==> src/rtl/mul8_io_sequencer.sv <==
// Byte-serial operand loader and product unloader for an external combinational
// 8x8 multiplier: A then B in, settle, then two product bytes out.
module mul8_io_sequencer #(
   parameter int unsigned SETTLE_CYCLES = 1,
   parameter bit          HI_FIRST      = 1'b0
) (
   input  logic       clk,
   input  logic       rst_n,
   input  logic       clr,
   input  logic [7:0] in_data,
   input  logic       in_valid,
   output logic       in_ready,
   output logic [7:0] out_data,
   output logic       out_valid,
   input  logic       out_ready,
   output logic       out_sel,
   output logic       busy,
   output logic [7:0] mul_a,
   output logic [7:0] mul_b,
   input  logic [7:0] mul_lo,
   input  logic [7:0] mul_hi
);

   typedef enum logic [2:0] {
      LOAD_A,
      LOAD_B,
      SETTLE,
      OUT_1,
      OUT_2
   } state_t;

   localparam logic [3:0] CNT_LOAD = 4'(SETTLE_CYCLES - 1);

   state_t      state, state_nxt;
   logic [7:0]  a_reg, a_nxt;
   logic [7:0]  b_reg, b_nxt;
   logic [15:0] prod_reg, prod_nxt;
   logic [3:0]  cnt, cnt_nxt;

   always_ff @(posedge clk or negedge rst_n) begin
      if (!rst_n) begin
         state    <= LOAD_A;
         a_reg    <= 8'h00;
         b_reg    <= 8'h00;
         prod_reg <= 16'h0000;
         cnt      <= 4'd0;
      end else begin
         state    <= state_nxt;
         a_reg    <= a_nxt;
         b_reg    <= b_nxt;
         prod_reg <= prod_nxt;
         cnt      <= cnt_nxt;
      end
   end

   // clr wins over any handshake in the same cycle, so a beat taken under clr never counts
   always_comb begin
      state_nxt = state;
      a_nxt     = a_reg;
      b_nxt     = b_reg;
      prod_nxt  = prod_reg;
      cnt_nxt   = cnt;
      if (clr) begin
         state_nxt = LOAD_A;
         a_nxt     = 8'h00;
         b_nxt     = 8'h00;
         prod_nxt  = 16'h0000;
         cnt_nxt   = 4'd0;
      end else begin
         case (state)
            LOAD_A: if (in_valid) begin
               a_nxt     = in_data;
               state_nxt = LOAD_B;
            end
            LOAD_B: if (in_valid) begin
               b_nxt     = in_data;
               cnt_nxt   = CNT_LOAD;
               state_nxt = SETTLE;
            end
            SETTLE: if (cnt == 4'd0) begin
               prod_nxt  = {mul_hi, mul_lo};
               state_nxt = OUT_1;
            end else begin
               cnt_nxt = cnt - 4'd1;
            end
            OUT_1: if (out_ready) state_nxt = OUT_2;
            OUT_2: if (out_ready) state_nxt = LOAD_A;
            default: state_nxt = LOAD_A;
         endcase
      end
   end

   // Pure state decodes: nothing below depends on in_valid or out_ready
   assign in_ready  = (state == LOAD_A) || (state == LOAD_B);
   assign out_valid = (state == OUT_1) || (state == OUT_2);
   assign busy      = (state != LOAD_A);
   assign out_sel   = (state == OUT_1) ? HI_FIRST :
                      (state == OUT_2) ? ~HI_FIRST : 1'b0;
   assign out_data  = !out_valid ? 8'h00 :
                      out_sel    ? prod_reg[15:8] : prod_reg[7:0];
   assign mul_a     = a_reg;
   assign mul_b     = b_reg;

endmodule

==> config.mk <==
export PLATFORM = sky130hd
export DESIGN_NAME = mul8_io_sequencer
export DESIGN_NICKNAME = d
export VERILOG_FILES = /design/src/rtl/mul8_io_sequencer.sv
export SDC_FILE = /design/constraint.sdc
export NUM_CORES = 1
export LEC_CHECK = 0
export CORE_MARGIN = 2
export CORE_UTILIZATION = 40
export DETAILED_ROUTE_END_ITERATION = 10
export GPL_TIMING_DRIVEN = 1
export MAX_ROUTING_LAYER = met4
export PLACE_DENSITY = 0.69
export SYNTH_ARGS = -nofsm -noshare
export SYNTH_HDL_FRONTEND = slang
export SYNTH_SLANG_ARGS = --single-unit
==> constraint.sdc <==
create_clock -name clk -period 2.4 [get_ports clk]
set_input_delay 0.48 -clock clk [delete_from_list [all_inputs] [get_ports clk]]
set_output_delay 0.48 -clock clk [all_outputs]
set_load 0.005 [all_outputs]
# ---- Word level (Yosys, flattened, before mapping)
# Index checks and enable logic that the tools add are counted.
dict set report totals {
  reg_bits 39
  out_inout_bits 28
  wordCells 55
}
dict set report op_classes {
  addsub 1
  n_eq_ne 10
  mux 23
  n_reduce_logical 16
}
# operator count
set ops {}
lappend ops {{8-bit 2-to-1 mux} 7}
lappend ops {{16-bit 2-to-1 mux} 3}
lappend ops {{3-bit 2-to-1 mux} 6}
lappend ops {{3-bit inequality test, second input constant} 6}
lappend ops {{3-bit one-hot mux with 5 select lines} 1}
lappend ops {{4-bit 2-to-1 mux} 3}
lappend ops {{2-bit nonzero test} 5}
lappend ops {{4-bit one-hot mux with 2 select lines} 1}
lappend ops {{3-bit by 2-bit equality test with 1-bit output, second input constant} 2}
lappend ops {{2-bit AND reduction} 3}
lappend ops {{3-bit nonzero test} 2}
lappend ops {{5-bit AND reduction} 1}
lappend ops {{4-bit logical NOT} 1}
lappend ops {{4-bit by 1-bit subtractor with 4-bit output, second input constant} 1}
lappend ops {{3-bit by 1-bit equality test with 1-bit output, second input constant} 1}
lappend ops {{3-bit equality test, second input constant} 1}
lappend ops {{3-bit logical NOT} 1}
lappend ops {{3-bit AND reduction} 1}
lappend ops {{1-bit logical OR} 2}
lappend ops {{1-bit 2-to-1 mux} 2}

# ---- Logic depth before layout (Yosys ltp)
# Gate-level depths: netlist of the first run.
dict set report depth {
  word_depth 5
  ltp_mapped 7
}

# ---- Worst setup path after synthesis of the first run
# No wires, ideal clock.
dict set report synth_timing {
  path_type {register -> output}
  start {reg state[0]}
  end {out out_valid}
  arrival_ns 1.180
  path_slack_ns 0.740
  path_stages_with_launch 5
  path_buffers 2
  cell_sequence {dfrtp_1 > buf_2 > and3b_1 > buf_2 > or2_2}
}
dict set report synth_via {
  elab_chain_cells 2
}
# item line_no
set synth_rtl {}
lappend synth_rtl {{start: declaration} 34} ;# state_t state, state_nxt;
lappend synth_rtl {{start signal: assignment} 48} ;# state <= state_nxt;
lappend synth_rtl {{3-bit by 2-bit equality test with 1-bit output or 3-bit equality test (tied branches)} 95} ;# assign out_valid = (state == OUT_1) || (state == OUT_2);
lappend synth_rtl {{1-bit logical OR *} 95}
lappend synth_rtl {{end: declaration} 14} ;# output logic out_valid,
# Every way passes the cells marked *; elsewhere a longest branch is shown, timed or not.

# ---- Worst setup path in the final report of the first run
dict set report layout_timing {
  start {reg state[2]}
  end {out out_valid}
}
# Same word-level chain as after synthesis.

==> results of run 1 <==
synth_stat cells, drive strengths merged:
cell type	count
dfrtp	39
and3b	1
nand4bb	1
a22o	8
nand3	19
a31oi	2
nor3	1
or2	1
inv	2
nand4	1
ha	2
clkbuf	10
mux2i	1
o211ai	2
nand2	33
nor3b	3
o311ai	1
or3b	2
or4b	1
nand3b	1
o21ai	16
nor2	3
a2111oi	1
a22oi	1
nor2b	1
nor4bb	1
or3	2
nor4b	2
nand4b	1
a21oi	34
a21o	1
a211oi	1
buf	10
nand2b	1
layer usage:
layer	wire, µm	up-vias	share of wire	GRT usage
li1	-	842	-	-
met3	157	7	0.033	0.0373
met4	59	0	0.013	0.0597
met5	0	-	0	-
met2	2240	36	0.48	0.292
met1	2230	801	0.48	0.257
repair_timing:
item	CTS	global route
resized for setup	0	5
endpoints found under the hold margin	0	0
setup endpoints to repair	0	9
hold buffers	0	0
cell type report:
cell class / instances / area, µm² / share of cell area
repair buffers: 68 / 647 / 0.246
multi-input cells: 145 / 847 / 0.323
flip-flops and latches: 39 / 976 / 0.372
inverters: 2 / 7.51 / 0.00286
clock inverters: 1 / 5.00 / 0.00191
well taps: 54 / 67.6 / 0.0257
clock buffers: 7 / 76.3 / 0.0291
power by group through the flow:
stage          Sequential, mW  Clock [mW]  Combinational, mW
3_5_place_dp            0.718           0              0.243
3_3_place_gp            0.717           0              0.241
6_report                0.706       0.429              0.243
5_1_grt                 0.710       0.466              0.272
4_1_cts                 0.705       0.437              0.245
2_1_floorplan           0.717           0              0.107
critical path, cell delays in order (launching register included):
cell,delay [ps]
dfrtp_1,390
buf_6,150
nor3b_4,150
buf_2,160
or2_2,270
clkdlybuf4s50_1,440
kinds of logic after synthesis:
| logic type | Yosys count |
|---|---|
| buf+inv | 22 |
| fa+ha+maj | 2 |
| simple gates | 75 |
| compound gates | 67 |
| mux | 1 |
| flops | 39 |
worst min-delay path by stage:
stage | start | slack (ps) | endpoint | depth (start not counted)
after global placement | mul_b[2]$_DFFE_PN0P_ | 510 | mul_b[2]$_DFFE_PN0P_ | 2
after global routing | rst_n | 380 | cnt[2]$_DFFE_PN0P_ | 1
after CTS | rst_n | 340 | prod_reg[11]$_DFFE_PN0P_ | 1
after floorplan | rst_n | 180 | cnt[0]$_DFFE_PN0P_ | 0
final | rst_n | 310 | prod_reg[11]$_DFFE_PN0P_ | 1
after detailed placement | mul_a[1]$_DFFE_PN0P_ | 520 | mul_a[1]$_DFFE_PN0P_ | 2
==> results.ini, run 1 <==
[final_layout]
area_growth_pct = 37.7
fin_cells = 316
diodes = 0
largest_reg_flops = 16
nFillCells = 429
design_area_um2 = 2630
final_common_cell = clkdlybuf4s50_1
utilization = 0.563
drive_above_1_share = 0.0954
fin_nets = 292
layout_common_cells = clkdlybuf4s50_1, dfrtp_1, a21oi_1

[power_and_ir_drop]
power.density_nw_per_um2 = 525
netSwitchingFraction = 0.260
seqPwrFrac = 0.513
p_comb_frac = 0.176
irDropWorstVdd_mv = 0.292
p_leak_nw = 1.07
clock_power_share = 0.311
intPower_mw = 1.02
power_mw = 1.38
p_sw_uw = 359

[worst_setup_path]
worstPathMaxFanout = 12
r2r_cells = 5
crit_path_start_kind = flop
criticalPathCategory = flop to primary output
r2r_start = state[1]$_DFFE_PN0P_
r2r_slack_ps = 560
crit_arrival_ps = 1850
startpoint = state[2]$_DFFE_PN0P_
crit_path_end_kind = primary output
worstPathRequired_ps = 1920
cp-endpoint = out_valid
reg2reg_to = prod_reg[7]$_DFFE_PN0P_

[yosys]
synth_top_area_cell = dfrtp_1
ys_seq_area_frac = 0.512
synthAdderAreaFrac = 0.0131
synth_top_area_share = 0.512
synth_top_family_by_area = simple AND/OR/NAND/NOR gates
yosys_register_bits = 39
synth_compound_area_frac = 0.203
syn_nets = 237
synth_area_um2 = 1910
ys_top_cells_by_area = dfrtp_1, a21oi_1, nand2_1
avgSynthCellArea_um2 = 9.26
yosys.area_share.simple = 0.213
yosysWarnings = 0
yosys-mux-area-fraction = 0.00525
syn_inst = 206
synth-xor-area-share = 0
yosysUniqueCellTypes = 38

[grt]
track_usage = 0.191
grt_overflow = 0
grt_pass1_wl_um = 7720
antenna_found_initial = 0
grt_max_degree = 40
grt_pass1_vias = 1669

[detailed_routing]
vias = 1686
drtIter0Drc = 110
finalWirelength_um = 4690
ant_nets = 0
via_per_inst = 5.34
wl_per_cell_um = 14.8
first_pass_iters = 4
drc = 0

[cts]
postCtsSetupBuffers = 0
cts.sinks = 39
clock_path_buffers = 2
ctsHtreeMaxLevel = 2
path_clk_slew_ps = 70
clkLatencyLatePin_ps = 290
cts_made_buffers = 5
cts_root_buf = clkbuf_8
cts_tree = done

[floorplan]
start_util = 0.409
ios = 57
dieArea_um2 = 5340
fp.dieH_um = 73.0
chipWidth_um = 73.0
row_count = 25
coreArea_um2 = 4660

[timing]
period_needed_ps = 2330
clock.fmax_mhz = 429
finalSetupViolations = 0
maxSlewHeadroom = 0.412
clock_skew_ps = 3.11
slew_violations = 0
period_share = 0.970
finalHoldViolations = 0
tightest_slew_ps = 883
worst_hold_slack_ps = 311
tns_ps = 0
fin_ws_ps = 71.0

[hold_path]
min_path_type = input pin to async pin

[placed_design]
dp_hpwl_um = 3130
place_area_um2 = 2520
gp_congestion = 0.757
io_buffers = 56
dpl.cell_count = 307
place_ws_ps = 353

[run]
maxCapViolations = 0

[outcome]
status = complete, no violations

No activity file was read; power rests on OpenSTA's default activity.
==> inputs of run 2 (changes only) <==
--- a/config.mk
+++ b/config.mk
@@ -5,12 +5,13 @@
 export SDC_FILE = /design/constraint.sdc
 export NUM_CORES = 1
 export LEC_CHECK = 0
-export CORE_MARGIN = 2
+export CORE_MARGIN = 5
 export CORE_UTILIZATION = 40
 export DETAILED_ROUTE_END_ITERATION = 10
 export GPL_TIMING_DRIVEN = 1
 export MAX_ROUTING_LAYER = met4
 export PLACE_DENSITY = 0.69
+export SETUP_SLACK_MARGIN = 0.15
 export SYNTH_ARGS = -nofsm -noshare
 export SYNTH_HDL_FRONTEND = slang
 export SYNTH_SLANG_ARGS = --single-unit
==> results.ini, run 2 (synthesis gave the netlist of run 1 again) <==
[outcome]
status = complete, no violations

[worst_setup_path]
crit_path_end_kind = primary output
worstPathMaxFanout = 4  ; -8
criticalPathCategory = flop to primary output
r2r_start = state[0]$_DFFE_PN0P_
crit_path_start_kind = flop
r2r_slack_ps = 550  ; about the same
reg2reg_to = prod_reg[5]$_DFFE_PN0P_
crit_arrival_ps = 1720  ; -130 ps
worstPathRequired_ps = 1920  ; about the same
r2r_cells = 5  ; unchanged

[detailed_routing]
via_per_inst = 5.47  ; +2.6%
drc = 0  ; unchanged
first_pass_iters = 4  ; unchanged
finalWirelength_um = 5110  ; +9.0%
drtIter0Drc = 86  ; -22%
ant_nets = 0  ; unchanged
vias = 1768  ; +4.9%
wl_per_cell_um = 15.8  ; +6.6%

[placed_design]
io_buffers = 56  ; unchanged
gp_congestion = 0.788  ; +4.1%
place_area_um2 = 2520  ; unchanged
dp_hpwl_um = 3340  ; +6.8%

[power_and_ir_drop]
power_mw = 1.35  ; -1.7%
power.density_nw_per_um2 = 501  ; -4.6%
p_leak_nw = 1.30  ; +21%
irDropWorstVdd_mv = 0.283  ; -3.2%

[cts]
cts.sinks = 39  ; unchanged
ctsHoldBuffers = 0  ; unchanged
clkLatencyLatePin_ps = 280  ; about the same
clock_path_buffers = 2  ; unchanged
cts_root_buf = clkbuf_8
cts_made_buffers = 5  ; unchanged
ctsHtreeMaxLevel = 2  ; unchanged
cts_tree = done
path_clk_slew_ps = 70  ; about the same

[final_layout]
area_growth_pct = 41.9
largest_reg_flops = 16  ; unchanged
diodes = 0  ; unchanged
final_common_cell = clkdlybuf4s50_1
utilization = 0.581  ; +0.0172
design_area_um2 = 2710  ; +3.0%
drive_above_1_share = 0.126  ; +0.0310
fin_nets = 301  ; +3.1%
layout_common_cells = clkdlybuf4s50_1, dfrtp_1, a21oi_1

[timing]
maxSlewHeadroom = 0.407  ; -0.00440
period_needed_ps = 2200  ; -126 ps
slew_violations = 0  ; unchanged
tightest_slew_ps = 889  ; +6.59 ps
clock_skew_ps = 2.87  ; -0.236 ps
finalSetupViolations = 0  ; unchanged
period_share = 0.918  ; -0.0523
finalHoldViolations = 0  ; unchanged
tns_ps = 0  ; unchanged
clock.fmax_mhz = 454  ; +5.7%
rsz0062_at_grt = true

[run]
maxCapViolations = 0  ; unchanged

[floorplan]
ios = 57  ; unchanged
dieArea_um2 = 6250  ; +17%
fp.dieH_um = 79.0  ; +8.2%
chipWidth_um = 79.0  ; +8.2%
start_util = 0.409  ; unchanged
coreArea_um2 = 4660  ; unchanged
row_count = 25  ; unchanged

[grt]
grt_max_degree = 40  ; unchanged
grt_pass1_vias = 1682  ; +0.78%
grt_pass1_wl_um = 8110  ; +5.1%
track_usage = 0.169  ; -0.0219
antenna_found_initial = 0  ; unchanged
grt_overflow = 0  ; unchanged

[hold_path]
min_path_type = input pin to async pin

-- run 2: cell types whose count changed in the layout (fill, tap and decap cells not counted), sizes merged --
cell	before	now
and3b	1	2
clkdlybuf4s50	55	45
buf	13	21
clkinv	1	0
clkbuf	7	6
dlymetal6s2s	0	10
-- run 2: power by group --
part	leakage, nW	switching, mW	internal, mW
Combinational	0.732	0.116	0.130
Clock	0.0371	0.206	0.194
Sequential	0.535	0.0199	0.689
-- run 2: per-layer routing --
| metal | vias up | routed length, µm | GRT usage |
|---|---|---|---|
| met3 | 6 | 202 | 0.0306 |
| met5 | - | 0 | - |
| li1 | 860 | - | - |
| met1 | 857 | 2270 | 0.215 |
| met4 | 0 | 57 | 0.0567 |
| met2 | 45 | 2580 | 0.274 |
-- run 2: through the flow --
step,std cells,setup slack [ps],hold slack (ps)
6_report,323,197,315
5_1_grt,323,115,392
2_1_floorplan,206,740,184
3_3_place_gp,307,325,513
4_1_cts,315,144,340
3_5_place_dp,307,338,519
-- run 2: timing repair --
action                     CTS  global route
cloned                       1             1
hold endpoints to repair     0             0
buffers inserted             1             7
pin swaps                    0             1
setup endpoints to repair    9            10
resized for setup            1            15
-- run 2: final cells by class --
type	count	area, µm²
inverter	2	7.51
clock buffer	6	72.6
sequential	39	977
tap	54	67.6
timing repair buffer	76	731
multi-input combinational	146	851
fill	415	1950
-- run 2: worst max-delay path, stage by stage (launching register included) --
cell,delay (ps)
dfrtp_1,410
nor3b_2,180
buf_4,150
buf_4,140
buf_4,130
buf_4,120
a22o_1,170
dlymetal6s2s_1,150
-- run 2: worst max path at each step --
stage                    startpoint          end  slack (ps)  cells past startpoint
6_report       state[2]$_DFFE_PN0P_  out_data[0]         200                      7
5_1_grt        state[2]$_DFFE_PN0P_  out_data[0]         120                      7
4_1_cts        state[0]$_DFFE_PN0P_  out_data[0]         140                      4
3_5_place_dp   state[2]$_DFFE_PN0P_  out_data[4]         340                      3
3_3_place_gp   state[2]$_DFFE_PN0P_  out_data[0]         320                      3
2_1_floorplan  state[0]$_DFFE_PN0P_    out_valid         740                      4
==> inputs of run 3 (changes only) <==
--- a/config.mk
+++ b/config.mk
@@ -5,6 +5,7 @@
 export SDC_FILE = /design/constraint.sdc
 export NUM_CORES = 1
 export LEC_CHECK = 0
+export CORE_ASPECT_RATIO = 1.75
 export CORE_MARGIN = 5
 export CORE_UTILIZATION = 40
 export DETAILED_ROUTE_END_ITERATION = 10
==> results.ini, run 3 (synthesis gave the netlist of run 1 again) <==
[placed_design]
dp_hpwl_um = 3490  ; +4.7%
io_buffers = 56  ; unchanged
gp_congestion = 0.836  ; +6.2%
place_ws_ps = 333  ; -4.82 ps

[worst_setup_path]
crit_path_start_kind = flop
reg2reg_to = prod_reg[6]$_DFFE_PN0P_
r2r_slack_ps = 590  ; +40 ps
r2r_cells = 5  ; unchanged
crit_slowest_cell = clkdlybuf4s50_1
criticalPathCategory = flop to primary output
critical_path.max_stage_delay_ps = 490  ; +80 ps
path_cells = nor3b_2 > buf_4 > a22o_1 > clkdlybuf4s50_1
worstPathMaxFanout = 5  ; +1
r2r_start = state[0]$_DFFE_PN0P_
crit_path_end_kind = primary output
worstPathRequired_ps = 1920  ; about the same
crit_arrival_ps = 1740  ; +20 ps

[outcome]
status = complete, no violations

[detailed_routing]
vias = 1733  ; -2.0%
wl_per_cell_um = 15.7  ; -0.44%
ant_nets = 0  ; unchanged
finalWirelength_um = 5070  ; -0.74%
drtIter0Drc = 57  ; -34%
first_pass_iters = 4  ; unchanged
via_per_inst = 5.38  ; -1.7%
drc = 0  ; unchanged

[final_layout]
seq_area_um2 = 976  ; -0.13%
nFillCells = 411  ; -0.96%
final_common_cell = clkdlybuf4s50_1
fin_nets = 300  ; -0.33%
layout_common_cells = clkdlybuf4s50_1, dfrtp_1, a21oi_1
diodes = 0  ; unchanged
largest_reg_flops = 16  ; unchanged
multi_input_area_um2 = 851  ; unchanged
utilization = 0.582  ; +0.00125
area_growth_pct = 42.4
drive_above_1_share = 0.130  ; +0.00324

[cts]
clock_path_buffers = 2  ; unchanged
ctsHtreeMaxLevel = 2  ; unchanged
cts_tree = done
cts_made_buffers = 5  ; unchanged
path_clk_slew_ps = 80  ; about the same
clkLatencyLatePin_ps = 290  ; about the same
ctsHoldBuffers = 0  ; unchanged
cts.sinks = 39  ; unchanged
cts_root_buf = clkbuf_8

[power_and_ir_drop]
p_comb_frac = 0.179  ; -0.003
clock_power_share = 0.313  ; +0.018
power.density_nw_per_um2 = 513  ; +2.5%
p_sw_uw = 371  ; +8.3%
intPower_mw = 1.02  ; +0.96%
p_leak_nw = 1.25  ; -3.9%
seqPwrFrac = 0.508  ; -0.015
netSwitchingFraction = 0.266  ; +0.0135
irDropWorstVdd_mv = 0.392  ; +39%
power_mw = 1.39  ; +2.8%

[timing]
tns_ps = 0  ; unchanged
period_share = 0.923  ; +0.00525
period_needed_ps = 2220  ; +12.6 ps
rsz0062_at_grt = true
clock_skew_ps = 9.41  ; +6.54 ps
maxSlewHeadroom = 0.621  ; +0.214
clock.fmax_mhz = 451  ; -0.57%
tightest_slew_ps = 566  ; -323 ps
finalHoldViolations = 0  ; unchanged
slew_violations = 0  ; unchanged
fin_ws_ps = 184  ; -12.6 ps
finalSetupViolations = 0  ; unchanged

[floorplan]
start_util = 0.409  ; -0.000439
fp.dieH_um = 101  ; +28%
row_count = 33  ; +32%
coreArea_um2 = 4670  ; +0.11%
dieArea_um2 = 6300  ; +0.86%
ios = 57  ; unchanged
chipWidth_um = 62.2  ; -21%

[grt]
grt_pass1_vias = 1824  ; +8.4%
antenna_found_initial = 0  ; unchanged
grt_overflow = 0  ; unchanged
grt_pass1_wl_um = 8600  ; +6.0%
grt_max_degree = 21  ; -48%
track_usage = 0.174  ; +0.00426

[hold_path]
min_path_type = input pin to async pin

[run]
maxCapViolations = 0  ; unchanged

==> run 3: cell type report <==
class                      instances  share of cell area
tap                               52              0.0240
multi-input combinational        146               0.313
sequential                        39               0.359
clock inverter                     3             0.00737
clock buffer                       5              0.0253
inverter                           2             0.00276
timing repair buffer              75               0.268
==> run 3: worst max-delay path, delay by kind of cell (launching register included) <==
family | cells | cell delay (ps)
AOI/OAI and AO/OA | 1 | 120
and+or+nand+nor | 1 | 230
DFF | 1 | 420
buffers and inverters | 2 | 680
==> run 3: worst max-delay path by stage <==
stage | end | slack, ps | cells past startpoint | startpoint
6_report | out_data[5] | 180 | 4 | state[0]$_DFFE_PN0P_
3_5_place_dp | out_data[2] | 330 | 3 | state[2]$_DFFE_PN0P_
2_1_floorplan | out_valid | 740 | 4 | state[0]$_DFFE_PN0P_
5_1_grt | out_data[5] | 90 | 4 | state[0]$_DFFE_PN0P_
4_1_cts | out_valid | 160 | 4 | state[2]$_DFFE_PN0P_
3_3_place_gp | out_data[2] | 360 | 3 | state[2]$_DFFE_PN0P_
==> run 3: timing repair <==
action                     CTS  global route
setup buffers                1             3
setup endpoints to repair    9             9
resized for setup            7             7
pin swaps                    1             1
cloned                       2             0
hold endpoints to repair     0             0
==> run 3: power by group through the flow <==
stage / combinational (mW) / sequential, mW / clock (mW)
2_1_floorplan: 0.107 / 0.717 / 0
3_3_place_gp: 0.249 / 0.717 / 0
3_5_place_dp: 0.251 / 0.717 / 0
4_1_cts: 0.254 / 0.707 / 0.449
5_1_grt: 0.276 / 0.711 / 0.477
6_report: 0.250 / 0.707 / 0.436
==> run 3: metrics by stage <==
| step | cells | hold WS, ps | instance area [µm²] |
|---|---|---|---|
| global route | 322 | 17.1 | 2720 |
| global placement | 308 | 333 | 2560 |
| CTS | 319 | 18.5 | 2680 |
| finish | 322 | 24.4 | 2720 |
| floorplan | 206 | 184 | 1910 |
| detailed placement | 308 | 340 | 2560 |
==> run 3: metal layers <==
metal / GRT usage / part of all wire / up-vias
met2: 0.302 / 0.53 / 39
met4: 0.0551 / 0.012 / 0
met1: 0.198 / 0.42 / 830
met5: - / 0 / -
met3: 0.0355 / 0.035 / 6
li1: - / - / 858
